### config.mk
export PLATFORM = sky130hd
export DESIGN_NAME = cache_mem_scheduler_flat
export DESIGN_NICKNAME = d
export VERILOG_FILES = /design/src/rtl/sched_pkg.sv /design/src/rtl/cache_mem_scheduler_if.sv /design/src/rtl/rr_grant2.sv /design/src/rtl/cache_mem_scheduler.sv /design/src/flat_wrapper.sv
export SDC_FILE = /design/constraint.sdc
export NUM_CORES = 1
export LEC_CHECK = 0
export ABC_AREA = 1
export ABC_CLOCK_PERIOD_IN_PS = 3250
export BUFFER_PORTS_ARGS = -buffer_cell sky130_fd_sc_hd__buf_2
export CAP_MARGIN = 15
export CORE_AREA = 2 2 643 645
export DETAILED_ROUTE_END_ITERATION = 7
export DIE_AREA = 0 0 645 647
export SLEW_MARGIN = 20
export SYNTH_ARGS = -nofsm -noshare
export SYNTH_HDL_FRONTEND = slang
export SYNTH_SLANG_ARGS = --single-unit
### constraint.sdc
create_clock -name clk -period 3.25 [get_ports clk]
set_input_delay 0 -clock clk [delete_from_list [all_inputs] [get_ports clk]]
set_output_delay 0 -clock clk [all_outputs]
set_load 0.02 [all_outputs]
### src/rtl/sched_pkg.sv
`default_nettype none
// ============================================================================
// Module      : sched_pkg
// Description : Shared types and width defaults for cache_mem_scheduler.
// Revision    : 1.0 - initial release
// ============================================================================
package sched_pkg;

  localparam int LINE_W = 256;
  localparam int ADDR_W = 32;

  typedef enum logic [1:0] {
    IDLE = 2'd0,
    BUSY = 2'd1,
    RESP = 2'd2
  } sched_state_e;

  typedef enum logic {
    REQ_I = 1'b0,
    REQ_D = 1'b1
  } req_id_e;

endpackage
`default_nettype wire

### src/rtl/cache_mem_scheduler_if.sv
`default_nettype none
// ============================================================================
// Module      : cache_mem_scheduler_if
// Description : Cache-side request/response and memory-port bundle.
// Revision    : 1.0 - initial release
// ============================================================================
interface cache_mem_scheduler_if;
  import sched_pkg::*;

  logic              mem_read_i;
  logic              mem_write_i;
  logic [ADDR_W-1:0] mem_addr_i;
  logic [LINE_W-1:0] wdata_i;
  logic              mem_read_d;
  logic              mem_write_d;
  logic [ADDR_W-1:0] mem_addr_d;
  logic [LINE_W-1:0] wdata_d;
  logic              pmem_resp;
  logic [LINE_W-1:0] pmem_rdata;
  logic              pmem_read;
  logic              pmem_write;
  logic [ADDR_W-1:0] pmem_addr;
  logic [LINE_W-1:0] pmem_wdata;
  logic              mem_resp_i;
  logic              mem_resp_d;
  logic [LINE_W-1:0] inst_rdata;
  logic [LINE_W-1:0] data_rdata;

  modport slave (
    input  mem_read_i, mem_write_i, mem_addr_i, wdata_i,
    input  mem_read_d, mem_write_d, mem_addr_d, wdata_d,
    input  pmem_resp, pmem_rdata,
    output pmem_read, pmem_write, pmem_addr, pmem_wdata,
    output mem_resp_i, mem_resp_d, inst_rdata, data_rdata
  );

  modport master (
    output mem_read_i, mem_write_i, mem_addr_i, wdata_i,
    output mem_read_d, mem_write_d, mem_addr_d, wdata_d,
    output pmem_resp, pmem_rdata,
    input  pmem_read, pmem_write, pmem_addr, pmem_wdata,
    input  mem_resp_i, mem_resp_d, inst_rdata, data_rdata
  );

endinterface
`default_nettype wire

### src/rtl/rr_grant2.sv
`default_nettype none
// ============================================================================
// Module      : rr_grant2
// Description : Combinational two-way round-robin picker.
// Revision    : 1.0 - initial release
// ============================================================================
module rr_grant2
  import sched_pkg::*;
(
  input  logic [1:0] pending,      // bit 0 = I-cache, bit 1 = D-cache
  input  req_id_e    last_grant,
  output logic       grant_valid,
  output req_id_e    grant_id
);

  always_comb begin
    grant_valid = |pending;
    grant_id    = REQ_I;
    if (pending == 2'b11) begin
      grant_id = (last_grant == REQ_I) ? REQ_D : REQ_I;
    end else if (pending[1]) begin
      grant_id = REQ_D;
    end
  end

endmodule
`default_nettype wire

### src/rtl/cache_mem_scheduler.sv
`default_nettype none
// ============================================================================
// Module      : cache_mem_scheduler
// Description : Shares one physical-memory port between I-cache and D-cache
//               with round-robin arbitration. Optional SCHED_PERF_EN adds
//               grant/contention counters.
// Revision    : 1.0 - initial release
// ============================================================================
module cache_mem_scheduler
  import sched_pkg::*;
(
  input  logic                  clk,
  input  logic                  rst,
  cache_mem_scheduler_if.slave  bus
`ifdef SCHED_PERF_EN
  ,
  output logic [31:0]           perf_grant_i,
  output logic [31:0]           perf_grant_d,
  output logic [31:0]           perf_contend
`endif
);

  sched_state_e      state;
  sched_state_e      state_nx;
  req_id_e           last_grant;
  req_id_e           owner;
  req_id_e           grant_id;
  logic              grant_valid;
  logic [1:0]        pending;
  logic              do_grant;
  logic              do_done;

  logic              cmd_read;
  logic              cmd_write;
  logic              cmd_is_write;
  logic [ADDR_W-1:0] cmd_addr;
  logic [LINE_W-1:0] cmd_wdata;
  logic              resp_inst;
  logic              resp_data;
  logic [LINE_W-1:0] inst_line;
  logic [LINE_W-1:0] data_line;

  assign pending = {bus.mem_read_d | bus.mem_write_d,
                    bus.mem_read_i | bus.mem_write_i};

  rr_grant2 u_rr_grant2 (
    .pending     (pending),
    .last_grant  (last_grant),
    .grant_valid (grant_valid),
    .grant_id    (grant_id)
  );

  always_comb begin
    state_nx = state;
    do_grant = 1'b0;
    do_done  = 1'b0;
    case (state)
      IDLE: begin
        if (grant_valid) begin
          do_grant = 1'b1;
          state_nx = BUSY;
        end
      end
      BUSY: begin
        if (bus.pmem_resp) begin
          do_done  = 1'b1;
          state_nx = RESP;
        end
      end
      RESP:    state_nx = IDLE;
      default: state_nx = IDLE;
    endcase
  end

  always_ff @(posedge clk or negedge rst) begin
    if (!rst) begin
      state <= IDLE;
    end else begin
      state <= state_nx;
    end
  end

  // Read+write asserted together is treated as a write.
  always_ff @(posedge clk or negedge rst) begin
    if (!rst) begin
      last_grant   <= REQ_I;
      owner        <= REQ_I;
      cmd_read     <= 1'b0;
      cmd_write    <= 1'b0;
      cmd_is_write <= 1'b0;
      cmd_addr     <= '0;
      cmd_wdata    <= '0;
      resp_inst    <= 1'b0;
      resp_data    <= 1'b0;
      inst_line    <= '0;
      data_line    <= '0;
    end else begin
      resp_inst <= do_done && (owner == REQ_I);
      resp_data <= do_done && (owner == REQ_D);
      if (do_grant) begin
        owner <= grant_id;
        if (grant_id == REQ_D) begin
          cmd_is_write <= bus.mem_write_d;
          cmd_read     <= ~bus.mem_write_d;
          cmd_write    <= bus.mem_write_d;
          cmd_addr     <= bus.mem_addr_d;
          cmd_wdata    <= bus.wdata_d;
        end else begin
          cmd_is_write <= bus.mem_write_i;
          cmd_read     <= ~bus.mem_write_i;
          cmd_write    <= bus.mem_write_i;
          cmd_addr     <= bus.mem_addr_i;
          cmd_wdata    <= bus.wdata_i;
        end
      end
      if (do_done) begin
        cmd_read   <= 1'b0;
        cmd_write  <= 1'b0;
        last_grant <= owner;
        if (!cmd_is_write) begin
          if (owner == REQ_D) begin
            data_line <= bus.pmem_rdata;
          end else begin
            inst_line <= bus.pmem_rdata;
          end
        end
      end
    end
  end

  assign bus.pmem_read  = cmd_read;
  assign bus.pmem_write = cmd_write;
  assign bus.pmem_addr  = cmd_addr;
  assign bus.pmem_wdata = cmd_wdata;
  assign bus.mem_resp_i = resp_inst;
  assign bus.mem_resp_d = resp_data;
  assign bus.inst_rdata = inst_line;
  assign bus.data_rdata = data_line;

`ifdef SCHED_PERF_EN
  always_ff @(posedge clk or negedge rst) begin
    if (!rst) begin
      perf_grant_i <= '0;
      perf_grant_d <= '0;
      perf_contend <= '0;
    end else begin
      if (do_grant && (grant_id == REQ_I)) perf_grant_i <= perf_grant_i + 32'd1;
      if (do_grant && (grant_id == REQ_D)) perf_grant_d <= perf_grant_d + 32'd1;
      if ((state == IDLE) && (pending == 2'b11)) perf_contend <= perf_contend + 32'd1;
    end
  end
`endif

endmodule
`default_nettype wire

### src/flat_wrapper.sv
// flat-port wrapper written by rule: the top's interface ports become plain ports
module cache_mem_scheduler_flat import sched_pkg::*;
  (clk, rst, bus_mem_read_i, bus_mem_write_i, bus_mem_addr_i, bus_wdata_i, bus_mem_read_d, bus_mem_write_d, bus_mem_addr_d, bus_wdata_d, bus_pmem_resp, bus_pmem_rdata, bus_pmem_read, bus_pmem_write, bus_pmem_addr, bus_pmem_wdata, bus_mem_resp_i, bus_mem_resp_d, bus_inst_rdata, bus_data_rdata);
  cache_mem_scheduler_if bus_i ();
  input  logic clk;
  input  logic rst;
  input wire logic [$bits(bus_i.mem_read_i)-1:0] bus_mem_read_i;
  input wire logic [$bits(bus_i.mem_write_i)-1:0] bus_mem_write_i;
  input wire logic [$bits(bus_i.mem_addr_i)-1:0] bus_mem_addr_i;
  input wire logic [$bits(bus_i.wdata_i)-1:0] bus_wdata_i;
  input wire logic [$bits(bus_i.mem_read_d)-1:0] bus_mem_read_d;
  input wire logic [$bits(bus_i.mem_write_d)-1:0] bus_mem_write_d;
  input wire logic [$bits(bus_i.mem_addr_d)-1:0] bus_mem_addr_d;
  input wire logic [$bits(bus_i.wdata_d)-1:0] bus_wdata_d;
  input wire logic [$bits(bus_i.pmem_resp)-1:0] bus_pmem_resp;
  input wire logic [$bits(bus_i.pmem_rdata)-1:0] bus_pmem_rdata;
  output wire logic [$bits(bus_i.pmem_read)-1:0] bus_pmem_read;
  output wire logic [$bits(bus_i.pmem_write)-1:0] bus_pmem_write;
  output wire logic [$bits(bus_i.pmem_addr)-1:0] bus_pmem_addr;
  output wire logic [$bits(bus_i.pmem_wdata)-1:0] bus_pmem_wdata;
  output wire logic [$bits(bus_i.mem_resp_i)-1:0] bus_mem_resp_i;
  output wire logic [$bits(bus_i.mem_resp_d)-1:0] bus_mem_resp_d;
  output wire logic [$bits(bus_i.inst_rdata)-1:0] bus_inst_rdata;
  output wire logic [$bits(bus_i.data_rdata)-1:0] bus_data_rdata;
  assign bus_i.mem_read_i = bus_mem_read_i;
  assign bus_i.mem_write_i = bus_mem_write_i;
  assign bus_i.mem_addr_i = bus_mem_addr_i;
  assign bus_i.wdata_i = bus_wdata_i;
  assign bus_i.mem_read_d = bus_mem_read_d;
  assign bus_i.mem_write_d = bus_mem_write_d;
  assign bus_i.mem_addr_d = bus_mem_addr_d;
  assign bus_i.wdata_d = bus_wdata_d;
  assign bus_i.pmem_resp = bus_pmem_resp;
  assign bus_i.pmem_rdata = bus_pmem_rdata;
  assign bus_pmem_read = bus_i.pmem_read;
  assign bus_pmem_write = bus_i.pmem_write;
  assign bus_pmem_addr = bus_i.pmem_addr;
  assign bus_pmem_wdata = bus_i.pmem_wdata;
  assign bus_mem_resp_i = bus_i.mem_resp_i;
  assign bus_mem_resp_d = bus_i.mem_resp_d;
  assign bus_inst_rdata = bus_i.inst_rdata;
  assign bus_data_rdata = bus_i.data_rdata;
  cache_mem_scheduler u_core (.clk(clk), .rst(rst), .bus(bus_i));
endmodule
Yosys cells after proc, flatten, opt, wreduce, memory -nomap -nowiden
Cells that the tools add are included.
{"block": "word_totals", "register_bits": 809, "input_bits": 839, "elab_cells": 48}
{"block": "classes", "n_eq_ne": 4, "muxes": 18, "n_bitwise": 6, "n_reduce_logical": 8}
{"cell": "$mux 256", "n": 1}
{"cell": "$mux 32", "n": 1}
{"cell": "$mux 1", "n": 13}
{"cell": "$reduce_and 3->1", "n": 2}
{"cell": "$mux 2", "n": 2}
{"cell": "$not 1->1", "n": 4}
{"cell": "$pmux 2 s2", "n": 1}
{"cell": "$eq 2x1->1 const B", "n": 1}
{"cell": "$eq 2x2->1 const B", "n": 1}
{"cell": "$logic_and 1x1->1", "n": 2}
{"cell": "$logic_not 2->1", "n": 1}
{"cell": "$ne 2x1->1 const B", "n": 1}
{"cell": "$ne 2x2->1 const B", "n": 1}
{"cell": "$or 1x1->1", "n": 2}
{"cell": "$reduce_and 2->1", "n": 1}
{"cell": "$reduce_bool 2->1", "n": 1}
{"cell": "$reduce_or 2->1", "n": 1}

Logic depth before layout (Yosys ltp)
{"block": "logic_depth", "word_depth": 6, "ltp_mapped": 9}

Cells and area by module
Synthesis repeated with hierarchy kept, for this count alone.
{"block": "hier_totals", "hier_cells": 4405, "hier_area_um2": 34617.0}
{"mod": "cache_mem_scheduler", "n_inst": 1, "cells_each": 4402, "area_each_um2": 34601.9, "seq_area_each_um2": 20244.4}
{"mod": "rr_grant2", "n_inst": 1, "cells_each": 3, "area_each_um2": 15.0, "seq_area_each_um2": 0.0}

Worst setup path before layout
OpenSTA, ideal clock, no wires.
{"block": "synth_timing", "path_kind": "register to register", "startpoint": "reg u_core.state[1]", "endpoint": "reg u_core.data_line[100], in the netlist u_core.bus.data_rdata[100]", "setup_ns": 0.121, "arrival_ns": 1.250, "path_slack_ns": 1.880, "path_stages_with_launch": 9, "period_less_slack_ns": 1.370, "path_cell_list": "dfrtp_1 > nor2_2 > nand2_2 > nor2_4 > nand2_4 > buf_4 > buf_6 > nand2_1 > o21ai_1"}
{"block": "synth_via", "elab_chain_len": 3}
{"element": "start: declaration", "line": "cache_mem_scheduler.sv:23", "source": "sched_state_e state;"}
{"element": "start signal: assignment", "line": "cache_mem_scheduler.sv:79", "source": "state <= state_nx;"}
{"element": "$eq 2x1->1", "line": "cache_mem_scheduler.sv:57", "source": "case (state)"}
{"element": "$mux 1", "line": "cache_mem_scheduler.sv:57"}
{"element": "$reduce_and 3->1 (no source line)"}
{"element": "end signal: assignment", "line": "cache_mem_scheduler.sv:122", "source": "data_line <= bus.pmem_rdata;"}
{"element": "end: declaration", "line": "cache_mem_scheduler.sv:41", "source": "logic [LINE_W-1:0] data_line;"}
Every way passes these cells.
A chain may end at the register's enable or synchronous reset.

Final worst setup path
{"block": "layout_timing", "startpoint": "reg u_core.state[0]", "endpoint": "reg u_core.cmd_wdata[92], in the netlist u_core.bus.pmem_wdata[92]"}
{"block": "layout_via", "elab_chain_len": 2}
{"element": "$logic_not 2->1", "line": "cache_mem_scheduler.sv:57"}
{"element": "$mux 1", "line": "cache_mem_scheduler.sv:57"}
{"element": "end signal: assignment", "line": "cache_mem_scheduler.sv:107", "source": "cmd_wdata <= bus.wdata_d;"}
{"element": "end signal: assignment", "line": "cache_mem_scheduler.sv:113", "source": "cmd_wdata <= bus.wdata_i;"}
{"element": "end: declaration", "line": "cache_mem_scheduler.sv:37", "source": "logic [LINE_W-1:0] cmd_wdata;"}
Every way passes these cells.

==> run summary <==
switching power: 0.0285 W
final setup TNS: 0 ns
Worst Hold Class: primary input to flip-flop
Synth area leaders: dfrtp_1 59%, nand2_1 15%, o21ai_1 9.5%
CTS clk-pin slew, worst paths: 0.06 ns
maximum VDD drop: 0.577 mV
worst rel slew slack: 0.400
Top-Level Pins: 1643
Static Leak: 33.3 nW
Post-Layout Inst Area: 0.0673 mm^2
Clock Power Share: 0.196
first-pass GRT wire length: 370000 um
Detailed Route Iter0 Violations: 3337
pin count of the biggest net entering global routing: 112
RSZ-0062 raised after global routing: false
Setup-failing EPs final: 0
DP Cell Count: 11100
status: finished, final reports clean
CTS H-Tree Depth: 3
Worst EP required: 4.05 ns
Power Density: 917 mW/mm^2
Slew @ Worst Pin: 0.900 ns
Max Cap Viol: 0
Synth Net Count: 4930
max-slew violations: 0
final WL: 286000 um
register area share after synthesis: 0.590
TritonRoute pass-1 iters: 7
Fin. Hold Viols: 0
combinational power share: 0.517
sw frac: 0.462
initial antenna violation count: 259
via count: 41800
Peak Freq: 0.332 GHz
CTS Sinks: 809
Sequential Power Share: 0.286
count of cell types in the netlist: 19
post-CTS setup buffers: 0
number of global-route vias before repair: 41600
CP Max Fanout: 40
flop2flop setup slack: 0.24 ns
top-area cell type share of the netlist area: 0.590
Routed Antenna Nets: 0
Vias/cell: 3.26
routability congestion estimate: 1.06
# DRC: 0
die span in y: 647 um
share of layout cells above drive strength 1: 0.266
Row Count: 236
Core ar.: 0.411 mm^2
worst path arrival time: 3.82 ns
crit end category: flip-flop
Final nets: 7989
min cycle time layout: 3.01 ns
path depth of the worst reg2reg path: 8
placed cell area: 0.0490 mm^2
Setup crit start: u_core.state[0]
starting density of the core: 0.0835
Congestion Overflow GR: 0
Synth Instances: 4091
Area growth syn-to-layout: 96.0%
root buffer cell: clkbuf_16
syn avg cell area: 8.39 um^2
hold path start: bus_wdata_i[135]
Int Pwr: 0.0332 W
Yosys reg bits: 809
later-pin clock latency in the skew report: 0.88 ns
Die W: 645 um
final std cells w/o fill: 12800
area of the mapped netlist: 0.0343 mm^2
GRT Util Overall: 0.131
post-synth top area cell: dfrtp_1
Max Root-Sink Buffers: 4
TritonCTS buffer count: 100
CP Class: flip-flop to flip-flop
Final period util: 0.927
die area: 0.417 mm^2
YS warnings: 0
Routed WL per cell: 22.3 um
DP Wirelength: 235000 um
WHS Path Cells: 6
Startpoint Class: flip-flop
CTS tree: yes
IO buf count: 1642
Max Clock Skew: 0.0447 ns
FF-to-FF Start: u_core.state[0]
-- Yosys cell counts --
library cell  count
nand2_1        1382
dfrtp_1         809
o21ai_1         650
inv_1           550
nor2_1          290
o21ai_0         154
buf_2           117
buf_6            70
clkbuf_1         44
buf_4             6
nand3_1           4
buf_1             3
nor2_2            3
nand2_2           2
nand2_4           2
nor2_4            2
a21oi_2           1
nand4_1           1
o31ai_1           1
-- what timing repair did --
item                                    4_1_cts  5_1_grt
endpoints found under the setup margin        0        2
resized for setup                             0        1
hold buffers                               1451        0
endpoints found under the hold margin      1488        0
-- power by group through the flow --
| stage | Clock (W) | Combinational [W] | Sequential, W |
|---|---|---|---|
| finish | 0.0121 | 0.0319 | 0.0177 |
| global route | 0.0128 | 0.0342 | 0.0181 |
| CTS | 0.0124 | 0.0319 | 0.0175 |
| detailed placement | 0 | 0.0268 | 0.0176 |
| global placement | 0 | 0.0266 | 0.0175 |
| floorplan | 0 | 0.00805 | 0.0230 |
-- sequential cells by signal, indices dropped and copies added, names as in the netlist --
register,count
u_core.owner,1
u_core.state,2
u_core.bus.mem_resp_d,1
u_core.bus.mem_resp_i,1
u_core.bus.inst_rdata,256
u_core.bus.pmem_addr,32
u_core.last_grant,1
u_core.bus.pmem_wdata,256
u_core.bus.pmem_read,1
u_core.cmd_is_write,1
u_core.bus.data_rdata,256
u_core.bus.pmem_write,1
-- cell type report --
class                      instances  area (um^2)
inverter                         550         2060
clock inverter                    45          611
multi-input combinational       2492        10500
antenna                          120          300
timing repair buffer            3197        23900
clock buffer                     133         2840
sequential                       809        20200
fill                           46300       344000
tap                             5474         6850
-- final timing paths --
check                                                  end
worst max-delay path             u_core.bus.pmem_wdata[92]
worst min-delay path            u_core.bus.pmem_wdata[135]
worst max register to register   u_core.bus.pmem_wdata[92]
worst min register to register   u_core.bus.inst_rdata[20]
max in group asynchronous        u_core.bus.pmem_wdata[65]
min in group asynchronous        u_core.bus.inst_rdata[82]
-- kinds of logic after synthesis --
family,synth area share
flops,0.590
buf+inv,0.107
compound gates,0.118
simple gates,0.186
-- critical path, stage by stage (launching register included) --
cell and delay, ns:
dfrtp_1 0.39, nor2_2 0.37, inv_1 0.14, a21oi_4 0.21, buf_12 0.24, nand2_1 0.10
dlygate4sd3_1 0.57, o21ai_1 0.22, dlygate4sd3_1 0.61
-- through the flow --
step / hold slack [ns] / utilization / setup slack (ns) / total power [W]
final: 0.0814 / 0.164 / 0.238 / 0.0617
after global routing: 0.0451 / 0.163 / 0.131 / 0.0651
after CTS: 0.00121 / 0.163 / 0.200 / 0.0618
after detailed placement: 0.0778 / 0.119 / 0.965 / 0.0444
after global placement: 0.0746 / 0.119 / 0.840 / 0.0441
after floorplan: -0.296 / - / 1.88 / 0.0311
-- per-layer routing --
metal  global-route usage  routed length [um]
met1                0.133               98900
met2                0.222              136000
met3               0.0504               27000
met4               0.0920               23600
met5                    0                 567
-- placed cells by master (no fill, tap or decap), types with 2 or more instances in the layout --
| master | Yosys | routed |
|---|---|---|
| nor2_2 | 3 | 3 |
| inv_16 | 0 | 3 |
| nor2_1 | 290 | 290 |
| dlygate4sd3_1 | 0 | 1450 |
| nand3_1 | 4 | 4 |
| diode_2 | 0 | 120 |
| dfrtp_1 | 809 | 809 |
| clkbuf_16 | 0 | 100 |
| o21ai_1 | 650 | 650 |
| buf_12 | 0 | 27 |
| buf_2 | 117 | 1641 |
| clkbuf_8 | 0 | 21 |
| o21ai_0 | 154 | 154 |
| nor2_4 | 2 | 2 |
| clkinvlp_4 | 0 | 2 |
| buf_4 | 6 | 76 |
| clkbuf_1 | 44 | 12 |
| nand2_8 | 0 | 3 |
| bufinv_16 | 0 | 12 |
| nand2_1 | 1382 | 1381 |
| inv_1 | 550 | 550 |
| clkinv_2 | 0 | 25 |
Note: power is estimated with default switching activity, not from simulation.
